File: src/rtl/alu_pkg.sv
// rtl/alu_pkg.sv - shared types and flag helper for the ALU issue controller
// Contents: alu_op_e opcode enum, cmd_t command FIFO entry, res_t result
// buffer entry, flags_t, calc_flags() precomputing dz/ovf at accept time.
package alu_pkg;

    // Tag storage width inside the packed entries; the top's TAG_W must not exceed it.
    localparam int TAG_W_MAX = 8;

    typedef enum logic [2:0] {
        ADD = 3'b000,
        SUB = 3'b001,
        AND = 3'b010,
        OR  = 3'b011,
        MUL = 3'b100,
        XOR = 3'b101,
        MOD = 3'b110,
        DIV = 3'b111
    } alu_op_e;

    typedef struct packed {
        logic [3:0]           a;
        logic [3:0]           b;
        alu_op_e              op;
        logic [TAG_W_MAX-1:0] tag;
        logic                 dz;
        logic                 ovf;
    } cmd_t;

    typedef struct packed {
        logic [4:0]           result;
        logic [TAG_W_MAX-1:0] tag;
        logic                 dz;
        logic                 ovf;
    } res_t;

    typedef struct packed {
        logic dz;
        logic ovf;
    } flags_t;

    // ovf: mul whose full 8-bit product exceeds 31, or sub that borrows (B > A).
    // dz: mod/div by zero. Every other case reports neither flag.
    function automatic flags_t calc_flags(input logic [3:0] a,
                                          input logic [3:0] b,
                                          input alu_op_e    op);
        flags_t     f;
        logic [7:0] prod;
        prod  = {4'b0000, a} * {4'b0000, b};
        f.dz  = ((op == MOD) || (op == DIV)) && (b == 4'd0);
        f.ovf = ((op == MUL) && (prod > 8'd31)) || ((op == SUB) && (b > a));
        return f;
    endfunction

endpackage

File: src/rtl/sync_fifo.sv
// rtl/sync_fifo.sv - single-clock FIFO with first-word fall-through read port
// Ports: clk, reset (sync, active-low), wr_en/wr_data (ignored when full),
// rd_en (ignored when empty), rd_data (current head), full, empty, count.
module sync_fifo #(
    parameter int WIDTH = 8,
    parameter int DEPTH = 4
) (
    input  logic                     clk,
    input  logic                     reset,
    input  logic                     wr_en,
    input  logic [WIDTH-1:0]         wr_data,
    input  logic                     rd_en,
    output logic [WIDTH-1:0]         rd_data,
    output logic                     full,
    output logic                     empty,
    output logic [$clog2(DEPTH):0]   count
);

    localparam int AW = $clog2(DEPTH);
    localparam int CW = AW + 1;

    logic [WIDTH-1:0] r_mem [DEPTH];
    logic [AW-1:0]    r_wr_ptr;
    logic [AW-1:0]    r_rd_ptr;
    logic [CW-1:0]    r_count;
    logic             w_wr;
    logic             w_rd;

    assign w_wr    = wr_en && !full;
    assign w_rd    = rd_en && !empty;
    assign full    = (r_count == CW'(DEPTH));
    assign empty   = (r_count == '0);
    assign count   = r_count;
    assign rd_data = r_mem[r_rd_ptr];

    // Storage carries no reset; only the pointers define what is valid.
    always_ff @(posedge clk) begin
        if (w_wr) begin
            r_mem[r_wr_ptr] <= wr_data;
        end
    end

    always_ff @(posedge clk) begin
        if (!reset) begin
            r_wr_ptr <= '0;
            r_rd_ptr <= '0;
            r_count  <= '0;
        end else begin
            if (w_wr) begin
                r_wr_ptr <= r_wr_ptr + AW'(1);
            end
            if (w_rd) begin
                r_rd_ptr <= r_rd_ptr + AW'(1);
            end
            r_count <= r_count + CW'(w_wr) - CW'(w_rd);
        end
    end

endmodule

File: src/rtl/alu_issue_ctrl.sv
// rtl/alu_issue_ctrl.sv - command buffering, credit-based issue and result return for the 4-bit ALU
// Ports: clk, reset (sync, active-low); command in: in_valid/in_ready/in_a/in_b/in_sel/in_tag;
// ALU side: alu_a/alu_b/alu_sel out, alu_result in (one cycle after issue);
// result out: out_valid/out_ready/out_result/out_tag/out_dz/out_ovf; cmd_count = command FIFO occupancy.
module alu_issue_ctrl
    import alu_pkg::*;
#(
    parameter int CMD_DEPTH = 4,
    parameter int RES_DEPTH = 2,
    parameter int TAG_W     = 4
) (
    input  logic                         clk,
    input  logic                         reset,
    input  logic                         in_valid,
    output logic                         in_ready,
    input  logic [3:0]                   in_a,
    input  logic [3:0]                   in_b,
    input  logic [2:0]                   in_sel,
    input  logic [TAG_W-1:0]             in_tag,
    output logic [3:0]                   alu_a,
    output logic [3:0]                   alu_b,
    output logic [2:0]                   alu_sel,
    input  logic [4:0]                   alu_result,
    output logic                         out_valid,
    input  logic                         out_ready,
    output logic [4:0]                   out_result,
    output logic [TAG_W-1:0]             out_tag,
    output logic                         out_dz,
    output logic                         out_ovf,
    output logic [$clog2(CMD_DEPTH):0]   cmd_count
);

    localparam int CRW = $clog2(RES_DEPTH) + 1;

    cmd_t                      w_cmd_in;
    cmd_t                      w_cmd_head;
    flags_t                    w_flags;
    logic                      w_cmd_full;
    logic                      w_cmd_empty;
    logic [$clog2(CMD_DEPTH):0] w_cmd_count;

    res_t                      w_res_in;
    res_t                      w_res_head;
    logic                      w_res_full;
    logic                      w_res_empty;
    logic [$clog2(RES_DEPTH):0] w_res_count;

    logic                      w_accept;
    logic                      w_issue;
    logic                      w_out_pop;

    logic [CRW-1:0]            r_credits;
    logic                      r_inflight_v;
    logic [TAG_W_MAX-1:0]      r_inflight_tag;
    logic                      r_inflight_dz;
    logic                      r_inflight_ovf;

    // Status bits the control path does not need; credits already bound occupancy.
    logic                      w_unused;
    assign w_unused = ^{w_res_full, w_res_count, w_res_head.tag};

    // in_ready depends only on registered occupancy, so a same-cycle issue
    // never reopens a full FIFO.
    assign in_ready  = reset && !w_cmd_full;
    assign w_accept  = in_valid && in_ready;
    assign out_valid = !w_res_empty;
    assign w_out_pop = out_valid && out_ready;
    // A same-cycle pop frees a slot, so it counts as a credit for this issue.
    assign w_issue   = !w_cmd_empty && ((r_credits != '0) || w_out_pop);
    assign cmd_count = w_cmd_count;

    assign w_flags = calc_flags(in_a, in_b, alu_op_e'(in_sel));

    always_comb begin
        w_cmd_in     = '0;
        w_cmd_in.a   = in_a;
        w_cmd_in.b   = in_b;
        w_cmd_in.op  = alu_op_e'(in_sel);
        w_cmd_in.tag = TAG_W_MAX'(in_tag);
        w_cmd_in.dz  = w_flags.dz;
        w_cmd_in.ovf = w_flags.ovf;
    end

    sync_fifo #(
        .WIDTH ($bits(cmd_t)),
        .DEPTH (CMD_DEPTH)
    ) u_cmd_fifo (
        .clk     (clk),
        .reset   (reset),
        .wr_en   (w_accept),
        .wr_data (w_cmd_in),
        .rd_en   (w_issue),
        .rd_data (w_cmd_head),
        .full    (w_cmd_full),
        .empty   (w_cmd_empty),
        .count   (w_cmd_count)
    );

    assign alu_a   = w_issue ? w_cmd_head.a  : 4'd0;
    assign alu_b   = w_issue ? w_cmd_head.b  : 4'd0;
    assign alu_sel = w_issue ? w_cmd_head.op : 3'd0;

    always_ff @(posedge clk) begin
        if (!reset) begin
            r_credits      <= CRW'(RES_DEPTH);
            r_inflight_v   <= 1'b0;
            r_inflight_tag <= '0;
            r_inflight_dz  <= 1'b0;
            r_inflight_ovf <= 1'b0;
        end else begin
            r_credits    <= r_credits + CRW'(w_out_pop) - CRW'(w_issue);
            r_inflight_v <= w_issue;
            if (w_issue) begin
                r_inflight_tag <= w_cmd_head.tag;
                r_inflight_dz  <= w_cmd_head.dz;
                r_inflight_ovf <= w_cmd_head.ovf;
            end
        end
    end

    // Divide-by-zero results are forced to zero regardless of what the ALU returns.
    always_comb begin
        w_res_in        = '0;
        w_res_in.result = r_inflight_dz ? 5'd0 : alu_result;
        w_res_in.tag    = r_inflight_tag;
        w_res_in.dz     = r_inflight_dz;
        w_res_in.ovf    = r_inflight_ovf;
    end

    sync_fifo #(
        .WIDTH ($bits(res_t)),
        .DEPTH (RES_DEPTH)
    ) u_res_fifo (
        .clk     (clk),
        .reset   (reset),
        .wr_en   (r_inflight_v),
        .wr_data (w_res_in),
        .rd_en   (w_out_pop),
        .rd_data (w_res_head),
        .full    (w_res_full),
        .empty   (w_res_empty),
        .count   (w_res_count)
    );

    // Head is masked while empty so stale storage never shows on the outputs.
    assign out_result = out_valid ? w_res_head.result           : 5'd0;
    assign out_tag    = out_valid ? w_res_head.tag[TAG_W-1:0]   : '0;
    assign out_dz     = out_valid ? w_res_head.dz               : 1'b0;
    assign out_ovf    = out_valid ? w_res_head.ovf              : 1'b0;

endmodule

File: config.mk
export PLATFORM = sky130hd
export DESIGN_NAME = alu_issue_ctrl
export DESIGN_NICKNAME = d
export VERILOG_FILES = /design/src/rtl/alu_pkg.sv /design/src/rtl/sync_fifo.sv /design/src/rtl/alu_issue_ctrl.sv
export SDC_FILE = /design/constraint.sdc
export NUM_CORES = 1
export LEC_CHECK = 0
export CAP_MARGIN = 0
export CORE_ASPECT_RATIO = 2
export CORE_MARGIN = 4
export CORE_UTILIZATION = 51
export CTS_CLUSTER_SIZE = 25
export DETAILED_ROUTE_END_ITERATION = 10
export PLACE_DENSITY = 0.76
export SYNTH_ARGS = -nofsm -noshare
export SYNTH_HDL_FRONTEND = slang
export SYNTH_SLANG_ARGS = --single-unit
File: constraint.sdc
create_clock -name clk -period 3.2 [get_ports clk]
set_input_delay 0.64 -clock clk [delete_from_list [all_inputs] [get_ports clk]]
set_output_delay 0.64 -clock clk [all_outputs]
set_load 0.02 [all_outputs]
* Yosys cells after proc, flatten, opt, wreduce, memory -nomap -nowiden *
Memory sizes are Yosys's and may differ from the RTL's. A register that Yosys moved wholly into a read port is not among the register bits.
Cells that the tools add are included.

storage, ports and cells
  register bits after elaboration = 24
  bits in latches = 0
  RAM bits = 98
  memory bits (read-only) = 0
  input bits = 24
  output and inout bits = 27
  logic and storage cells = 70
  memories kept = 2

operators by class
  add/sub/neg operators = 10
  $mul = 1
  div/mod/pow operators = 0
  $lt $le $gt $ge = 2
  eq/ne operators = 6
  shifts and indexed selects = 0
  multiplexer cells = 16
  bitwise operators = 0
  reduce and logical (&&, ||, !) cells = 22

memories
  memory            depth  bits a word  rd ports  clocked after memory_dff  wr ports  RTL line         RTL
  u_cmd_fifo.r_mem  4      17           1         1                         1         sync_fifo.sv:22  logic [WIDTH-1:0] r_mem [DEPTH];
  u_res_fifo.r_mem  2      15           1         1                         1         sync_fifo.sv:22

operators with widths
  operator             number
  $eq 3x3->1 const B   4
  $mux 4               3
  $logic_and 1x1->1    11
  $mux 5               2
  $gt 8x5->1 const B   1
  $mul 4x4->8          1
  $mux 1               8
  $add 2x1->2          2
  $add 2x1->2 const B  2
  $gt 4x4->1           1
  $logic_not 1->1      4
  $logic_not 4->1      1
  $mux 2               2
  $sub 2x1->2          2
  $add 3x1->3          1
  $eq 3x1->1 const B   1
  $logic_not 3->1      1
  $logic_or 1x1->1     3
  $mux 3               1
  $sub 3x1->3          1
  $add 1x1->1 const B  2
  $eq 2x2->1 const B   1
  $logic_not 2->1      1
  $reduce_bool 2->1    1

* Logic depth before layout (Yosys ltp) *
Gate-level depths: netlist (run 1).

  depth after elaboration = 8
  mapped depth = 11
  mapped depth without buffers = 11

* Modules after synthesis *
A second synthesis (run 1) with hierarchy kept.

unflattened totals
  cells, all modules = 384
  area total of the unflattened synthesis = 6202.2 um2

modules (own cells, without submodules)
  module                  instances  cells each  area each (um2)  sequential area each (um2)
  sync_fifo (u_cmd_fifo)  1          160         3528.4           2702.6
  sync_fifo (u_res_fifo)  1          74          1372.6           1001.0
  alu_issue_ctrl          1          150         1301.2           260.2

* Worst setup path before layout (run 1) *
OpenSTA, ideal clock, no wires.

  kind = input port to flip-flop
  start = input in_a[0]
  end = memory u_cmd_fifo.r_mem[0][0] (netlist name), data pin
  library setup time = 285 ps
  arrival time = 2781 ps
  required time = 2915 ps
  path slack = 134 ps
  stages on the path = 10
  path buffers = 0
  cell sequence = nand2_1 -> fa_1 -> inv_1 -> fa_1 -> inv_1 -> fa_1 -> inv_1 -> a211oi_1 -> o311ai_0 -> o22ai_1

between the ends
  word-level cells in the longest chain between the ends = 4
  elaborated cells between the ends (all ways) = 6
  those cells by class = mul (1); order compare (2); reduce/logical (3)

RTL lines
  item                       RTL line              RTL
  start: declaration         alu_issue_ctrl.sv:16  input logic [3:0] in_a,
  $mul 4x4->8                alu_pkg.sv:48         prod = {4'b0000, a} * {4'b0000, b};
  $gt 8x5->1                 alu_pkg.sv:50         f.ovf = ((op == MUL) && (prod > 8'd31)) || ((op == SUB) && (b > a));
  $logic_and 1x1->1          alu_pkg.sv:50
  $logic_or 1x1->1 (*)       alu_pkg.sv:50
  net u_cmd_fifo.wr_data[0]  sync_fifo.sv:11       input logic [WIDTH-1:0] wr_data,
  end: declaration           sync_fifo.sv:22

Mark *: on every way through the listed nets, which the timed path passes. The rest lies on a longest branch.

* Worst setup path in the final report (run 1) *
  start = input in_a[1]
  end = memory u_cmd_fifo.r_mem[3][0] (netlist name), data pin

The elaborated chain is that of the path after synthesis.

==> impl_metrics.yaml, run 1 <==
route:
  vias: 2863
  routedWlPerCell_um: 17.6
  dr.pass1.iters: 4
  vias_per_cell: 5.22
  drc_errors: 0
  drt_iter0_drc: 145
  wl_mm: 9.63
  postRouteAntennaNets: 0
global_route:
  grt_pass1_vias: 3015
  gr-total-overflow: 0
  grt_pass1_wl_mm: 15.4
  grt_max_degree: 18
  grt_antenna_before_repair: 0
  grtUsageTotal: 0.182
place:
  place_inst: 516
  gp_congestion: 0.867
  portBuffers: 50
  post-dp-hpwl_mm: 6.46
layout:
  drive_gt1_frac: 0.172
  finalNonFillerCells: 548
  fin_nets: 463
  fillers: 648
  final_common_cell: "edfxtp_1"
  layout_common_cells: "edfxtp_1 (90), clkdlybuf4s50_1 (47), nor2_1 (38)"
  num_antenna_cells: 0
  synthToLayoutAreaGrowth_pct: 27.6
logic_synthesis:
  netlist_instances: 328
  synth_edf_count: 90
  synth_seq_cells: 113
  ys.flop_type: "edfxtp_1"
  avgSynthCellArea_sq_um: 15.2
  synth.distinct_cells: 38
  synth_nets: 386
  ys_async_sr_fraction: 0
  syn_area_sq_mm: 0.00500
  yosys_warnings: 0
  seq_area_frac_synth: 0.633
clock_tree:
  cts-root-buf: "clkbuf_16"
  clkSlewWorstSetupHoldPaths_ns: 0.06
  htree_levels: 4
  clockBufferDepth: 2
  clock_latency_ns: 0.41
  cts_tree: "built"
  cts_hold_buf: 0
  cts_made_buffers: 17
  cts.sinks: 113
min_path:
  min_from: "r_inflight_tag[2]$_SDFFE_PN0P_"
  min_path_type: "reg -> reg"
  min_to: "u_res_fifo.r_mem[0][4]$_DFFE_PP_"
  whs_path_depth: 0
die:
  start_util: 0.529
  die-area_sq_mm: 0.0115
  core_area_sq_mm: 0.00945
  die_height_um: 148
  die_x_um: 78.0
  io_pins: 51
  fp-row-count: 50
critical_path:
  rrSetupSlack_ns: 0.97
  cp_slowest_cell: "fa_1"
  crit_path_max_fanout: 4
  critPathRequiredTime_ns: 3.34
  worstSetupStartpoint: "in_a[1]"
  reg2reg_to: "u_cmd_fifo.count[2]$_SDFF_PN0_"
  r2r_cells: 9
  worstPathArrival_ns: 3.37
  r2r-start: "u_cmd_fifo.count[1]$_SDFF_PN0_"
  critPathMaxStageDelay_ns: 0.52
  end_kind: "flop"
  crit_type: "in -> reg"
  crit_family: "adder cells"
  critPathBufInv: 4
  cp-start-kind: "input port"
  worstPathCellList: "clkdlybuf4s50_1 > nand2_2 > fa_1 > inv_1 > fa_1 > inv_1 > fa_1 > inv_1 > a211oi_2 > o311ai_2 > o22ai_2"
run_status:
  status: "finished, violations left"
  violations: "negative setup slack"
sta:
  whs_ns: 0.460
  final-hold-violation-count: 0
  period_share: 1.01
  relSlewSlack: 0.382
  max_freq_ghz: 0.310
  layout_min_cycle_time_ns: 3.23
  skew_ns: 0.0106
  slew_violations: 0
  setup_ws_ns: -0.0293
  setup-violations-final: 4
  worstMarginPinSlew_ns: 0.923
run:
  maxCapViolations: 0
power_and_ir_drop:
  p_leak_uw: 0.00243
  max-vdd-ir-drop_v: 0.000548
  pwr_density_cell_mw_per_mm2: 892
==> state kept, by name (all words and copies together) (netlist names), 2 cells and up, named ones only <==
register / cells
u_cmd_fifo.count: 3
u_cmd_fifo.r_rd_ptr: 2
u_cmd_fifo.r_mem: 68
u_cmd_fifo.r_wr_ptr: 2
u_res_fifo.r_mem: 22
u_res_fifo.count: 2
r_credits: 2
r_inflight_tag: 4
==> layout make-up <==
cell class / instances / area, sq um / share of cell area
clock inverter: 15 / 173 / 0.0271
inverter: 24 / 90.1 / 0.0141
tap: 130 / 163 / 0.0255
timing repair buffer: 68 / 639 / 0.100
clock buffer: 17 / 425 / 0.0667
multi-input combinational: 181 / 1720 / 0.270
sequential: 113 / 3160 / 0.496
==> stage by stage <==
step | setup WS (ns) | instance area (sq um) | power [uW] | utilization | TNS, ns
after detailed placement | -0.586 | 5730 | 3830 | 0.606 | -2.34
after global routing | -0.0968 | 6370 | 5990 | 0.675 | -0.386
after floorplan | 0.134 | 5000 | 3160 | - | 0
after CTS | 0.00288 | 6330 | 5740 | 0.670 | 0
after global placement | -0.453 | 5730 | 3760 | 0.606 | -1.81
final | -0.0293 | 6370 | 5680 | 0.675 | -0.117
==> Yosys cell counts (6+ instances only) <==
cell	count	area (sq um)
mux2i_1	17	170
mux4_1	7	184
nor2b_1	6	37.5
dfxtp_1	23	460
mux4_2	10	225
edfxtp_1	90	2700
xnor2_1	8	70.1
nand2_1	7	26.3
inv_1	23	86.3
and2_1	22	138
ha_1	29	363
nor2_1	38	143
==> worst max path at each step <==
stage	to	slack, ns	depth (start not counted)
after floorplan	u_cmd_fifo.r_mem[0][0]$_DFFE_PP_	0.13	10
after global placement	u_cmd_fifo.r_mem[2][0]$_DFFE_PP_	-0.45	11
after detailed placement	u_cmd_fifo.r_mem[0][0]$_DFFE_PP_	-0.59	11
after CTS	u_cmd_fifo.r_mem[3][0]$_DFFE_PP_	0.003	11
after global routing	u_cmd_fifo.r_mem[3][0]$_DFFE_PP_	-0.1	11
final	u_cmd_fifo.r_mem[3][0]$_DFFE_PP_	-0.03	11
==> kinds of logic after synthesis <==
| kind of cell | Yosys count | synth area share |
|---|---|---|
| flops | 113 | 0.633 |
| simple gates | 86 | 0.0854 |
| buf+inv | 34 | 0.0321 |
| mux | 34 | 0.116 |
| fa+ha+maj | 34 | 0.0927 |
| compound gates | 14 | 0.0180 |
| xor+xnor | 13 | 0.0228 |
==> per-layer routing <==
layer | wire length [um] | share of wire | track usage | vias up
met3 | 386 | 0.040 | 0.0598 | 15
met1 | 3340 | 0.35 | 0.172 | 1427
li1 | - | - | - | 1342
met4 | 171 | 0.018 | 0.0736 | 0
met2 | 5730 | 0.60 | 0.351 | 79
met5 | 0 | 0 | 0 | -
==> where the power goes <==
part | total [uW] | switching (uW) | internal, uW
combinational | 1790 | 906 | 887
sequential | 2010 | 157 | 1850
clock | 1880 | 711 | 1170
total | 5680 | 1770 | 3910
==> repair_timing <==
| action | CTS | global route |
|---|---|---|
| gates resized for setup | 3 | 9 |
| pin swaps | 3 | 4 |
| setup buffers | 0 | 0 |
| endpoints found under the setup margin | 4 | 4 |
Power figures use the tool's default switching activity.
==> run 2, diff against run 1 <==
--- a/config.mk
+++ b/config.mk
@@ -5,6 +5,7 @@
 export SDC_FILE = /design/constraint.sdc
 export NUM_CORES = 1
 export LEC_CHECK = 0
+export ABC_CLOCK_PERIOD_IN_PS = 3200
 export CAP_MARGIN = 0
 export CORE_ASPECT_RATIO = 2
 export CORE_MARGIN = 4
==> constraint.sdc (replaced) <==
create_clock -name clk -period 3.2 [get_ports clk]
set_input_delay 0.48 -clock clk [delete_from_list [all_inputs] [get_ports clk]]
set_output_delay 0.48 -clock clk [all_outputs]
set_load 0.02 [all_outputs]
==> impl_metrics.yaml, run 2 (synthesized netlist as in run 1, its figures left out) <==
critical_path:
  critPathMaxStageDelay_ns: 0.57
  worstPathArrival_ns: 3.23
  critPathRequiredTime_ns: 3.33
  crit_path_max_fanout: 4
  cp_slowest_cell: "fa_1"
  worstPathCellList: "clkdlybuf4s50_1 > nand2_1 > fa_1 > inv_1 > fa_1 > ha_1 > a21o_1 > a21oi_1 > nand2_1 > a21oi_2 > o22ai_2"
  crit_family: "adder cells"
  end_kind: "flop"
  cp-start-kind: "input port"
  crit_type: "in -> reg"
  critPathBufInv: 2
  rrSetupSlack_ns: 1.07
sta:
  relSlewSlack: 0.360
  skew_ns: 0.00750
  setup_ws_ns: 0.0980
  slew_violations: 0
  max_freq_ghz: 0.322
  worstMarginPinSlew_ns: 0.956
  fin_tns_setup_ns: 0
  final-hold-violation-count: 0
  setup-violations-final: 0
  layout_min_cycle_time_ns: 3.10
  period_share: 0.969
layout:
  drive_gt1_frac: 0.154
  largestRegisters: "u_cmd_fifo.r_mem: 68 flops, u_res_fifo.r_mem: 22 flops, r_inflight_tag: 4 flops"
  final_common_cell: "edfxtp_1"
  num_antenna_cells: 0
  final_area_sq_mm: 0.00640
  fin_nets: 461
  fillers: 639
  synthToLayoutAreaGrowth_pct: 28.1
  largest_reg_flops: 68
  top_register: "u_cmd_fifo.r_mem"
  layout_common_cells: "edfxtp_1 (90), clkdlybuf4s50_1 (50), nor2_1 (38)"
  finalNonFillerCells: 546
  fin_util: 0.678
clock_tree:
  cts_made_buffers: 17
  cts.sinks: 113
  clkSlewWorstSetupHoldPaths_ns: 0.05
  cts-root-buf: "clkbuf_16"
  cts_setup_buffers: 0
  htree_levels: 4
  cts_tree: "built"
  clockBufferDepth: 2
  clock_latency_ns: 0.40
run:
  maxCapViolations: 0
die:
  core_area_sq_mm: 0.00945
  start_util: 0.529
  die_height_um: 148
  io_pins: 51
  die-area_sq_mm: 0.0115
  fp-row-count: 50
  die_x_um: 78.0
power_and_ir_drop:
  swShare: 0.285
  power_frac_comb: 0.298
  pwr_density_cell_mw_per_mm2: 911
  p_seq_frac: 0.345
  p_leak_uw: 0.00243
  max-vdd-ir-drop_v: 0.000540
  power.internal_uw: 4170
  power.switching_uw: 1660
  clkPwrFrac: 0.356
route:
  drt_iter0_drc: 96
  drc_errors: 0
  wl_mm: 9.02
  postRouteAntennaNets: 0
  vias: 2834
  dr.pass1.iters: 4
  routedWlPerCell_um: 16.5
  vias_per_cell: 5.19
run_status:
  status: "completed"
global_route:
  grt_max_degree: 18
  grt_pass1_wl_mm: 14.8
  grt_pass1_vias: 3116
  grtUsageTotal: 0.172
  gr-total-overflow: 0
  grt_antenna_before_repair: 0
place:
  place_inst: 514
  portBuffers: 50
  gp_congestion: 0.879
  post-dp-hpwl_mm: 6.33
  dpl_cell_area_sq_mm: 0.00571
  dp_slack_ns: -0.425
min_path:
  min_path_type: "reg -> reg"
run 2: final cells by class:
class | instances | area (sq um) | area share
Timing Repair Buffer | 66 | 621 | 0.0970
Clock inverter | 15 | 240 | 0.0375
Clock buffer | 17 | 425 | 0.0665
Inverter | 24 | 90.1 | 0.0141
Multi-Input combinational cell | 181 | 1700 | 0.265
Tap cell | 130 | 163 | 0.0254
Sequential cell | 113 | 3160 | 0.494
run 2: through the flow:
stage	power [uW]	hold slack [ns]
after global routing	6140	0.478
after global placement	3740	0.434
final	5830	0.455
after detailed placement	3790	0.443
after CTS	5890	0.457
after floorplan	3160	0.425
run 2: per-layer routing:
| metal | part of all wire | GRT usage | up-vias |
|---|---|---|---|
| li1 | - | - | 1343 |
| met1 | 0.35 | 0.156 | 1413 |
| met2 | 0.59 | 0.336 | 65 |
| met3 | 0.035 | 0.0451 | 13 |
| met4 | 0.022 | 0.0849 | 0 |
| met5 | 0 | 0 | - |
run 2: worst paths after layout:
path | start | end | cells after the start
setup / recovery | in_b[3] | u_cmd_fifo.r_mem[1][0]$_DFFE_PP_ | 11
setup reg to reg | u_res_fifo.count[0]$_SDFF_PN0_ | u_cmd_fifo.count[2]$_SDFF_PN0_ | 10
hold reg to reg | r_inflight_tag[3]$_SDFFE_PN0P_ | u_res_fifo.r_mem[1][5]$_DFFE_PP_ | 0
hold / removal | r_inflight_tag[3]$_SDFFE_PN0P_ | u_res_fifo.r_mem[1][5]$_DFFE_PP_ | 0
run 2: power by group through the flow:
stage | logic [uW] | registers (uW) | clock network [uW]
after global routing | 1920 | 2040 | 2170
after CTS | 1770 | 2020 | 2110
after global placement | 1710 | 2020 | 0
final | 1740 | 2010 | 2080
after detailed placement | 1750 | 2040 | 0
after floorplan | 1180 | 1980 | 0
run 2: what timing repair did:
item	4_1_cts	5_1_grt
endpoints found under the setup margin	0	4
hold buffers	0	0
gates resized for setup	0	5
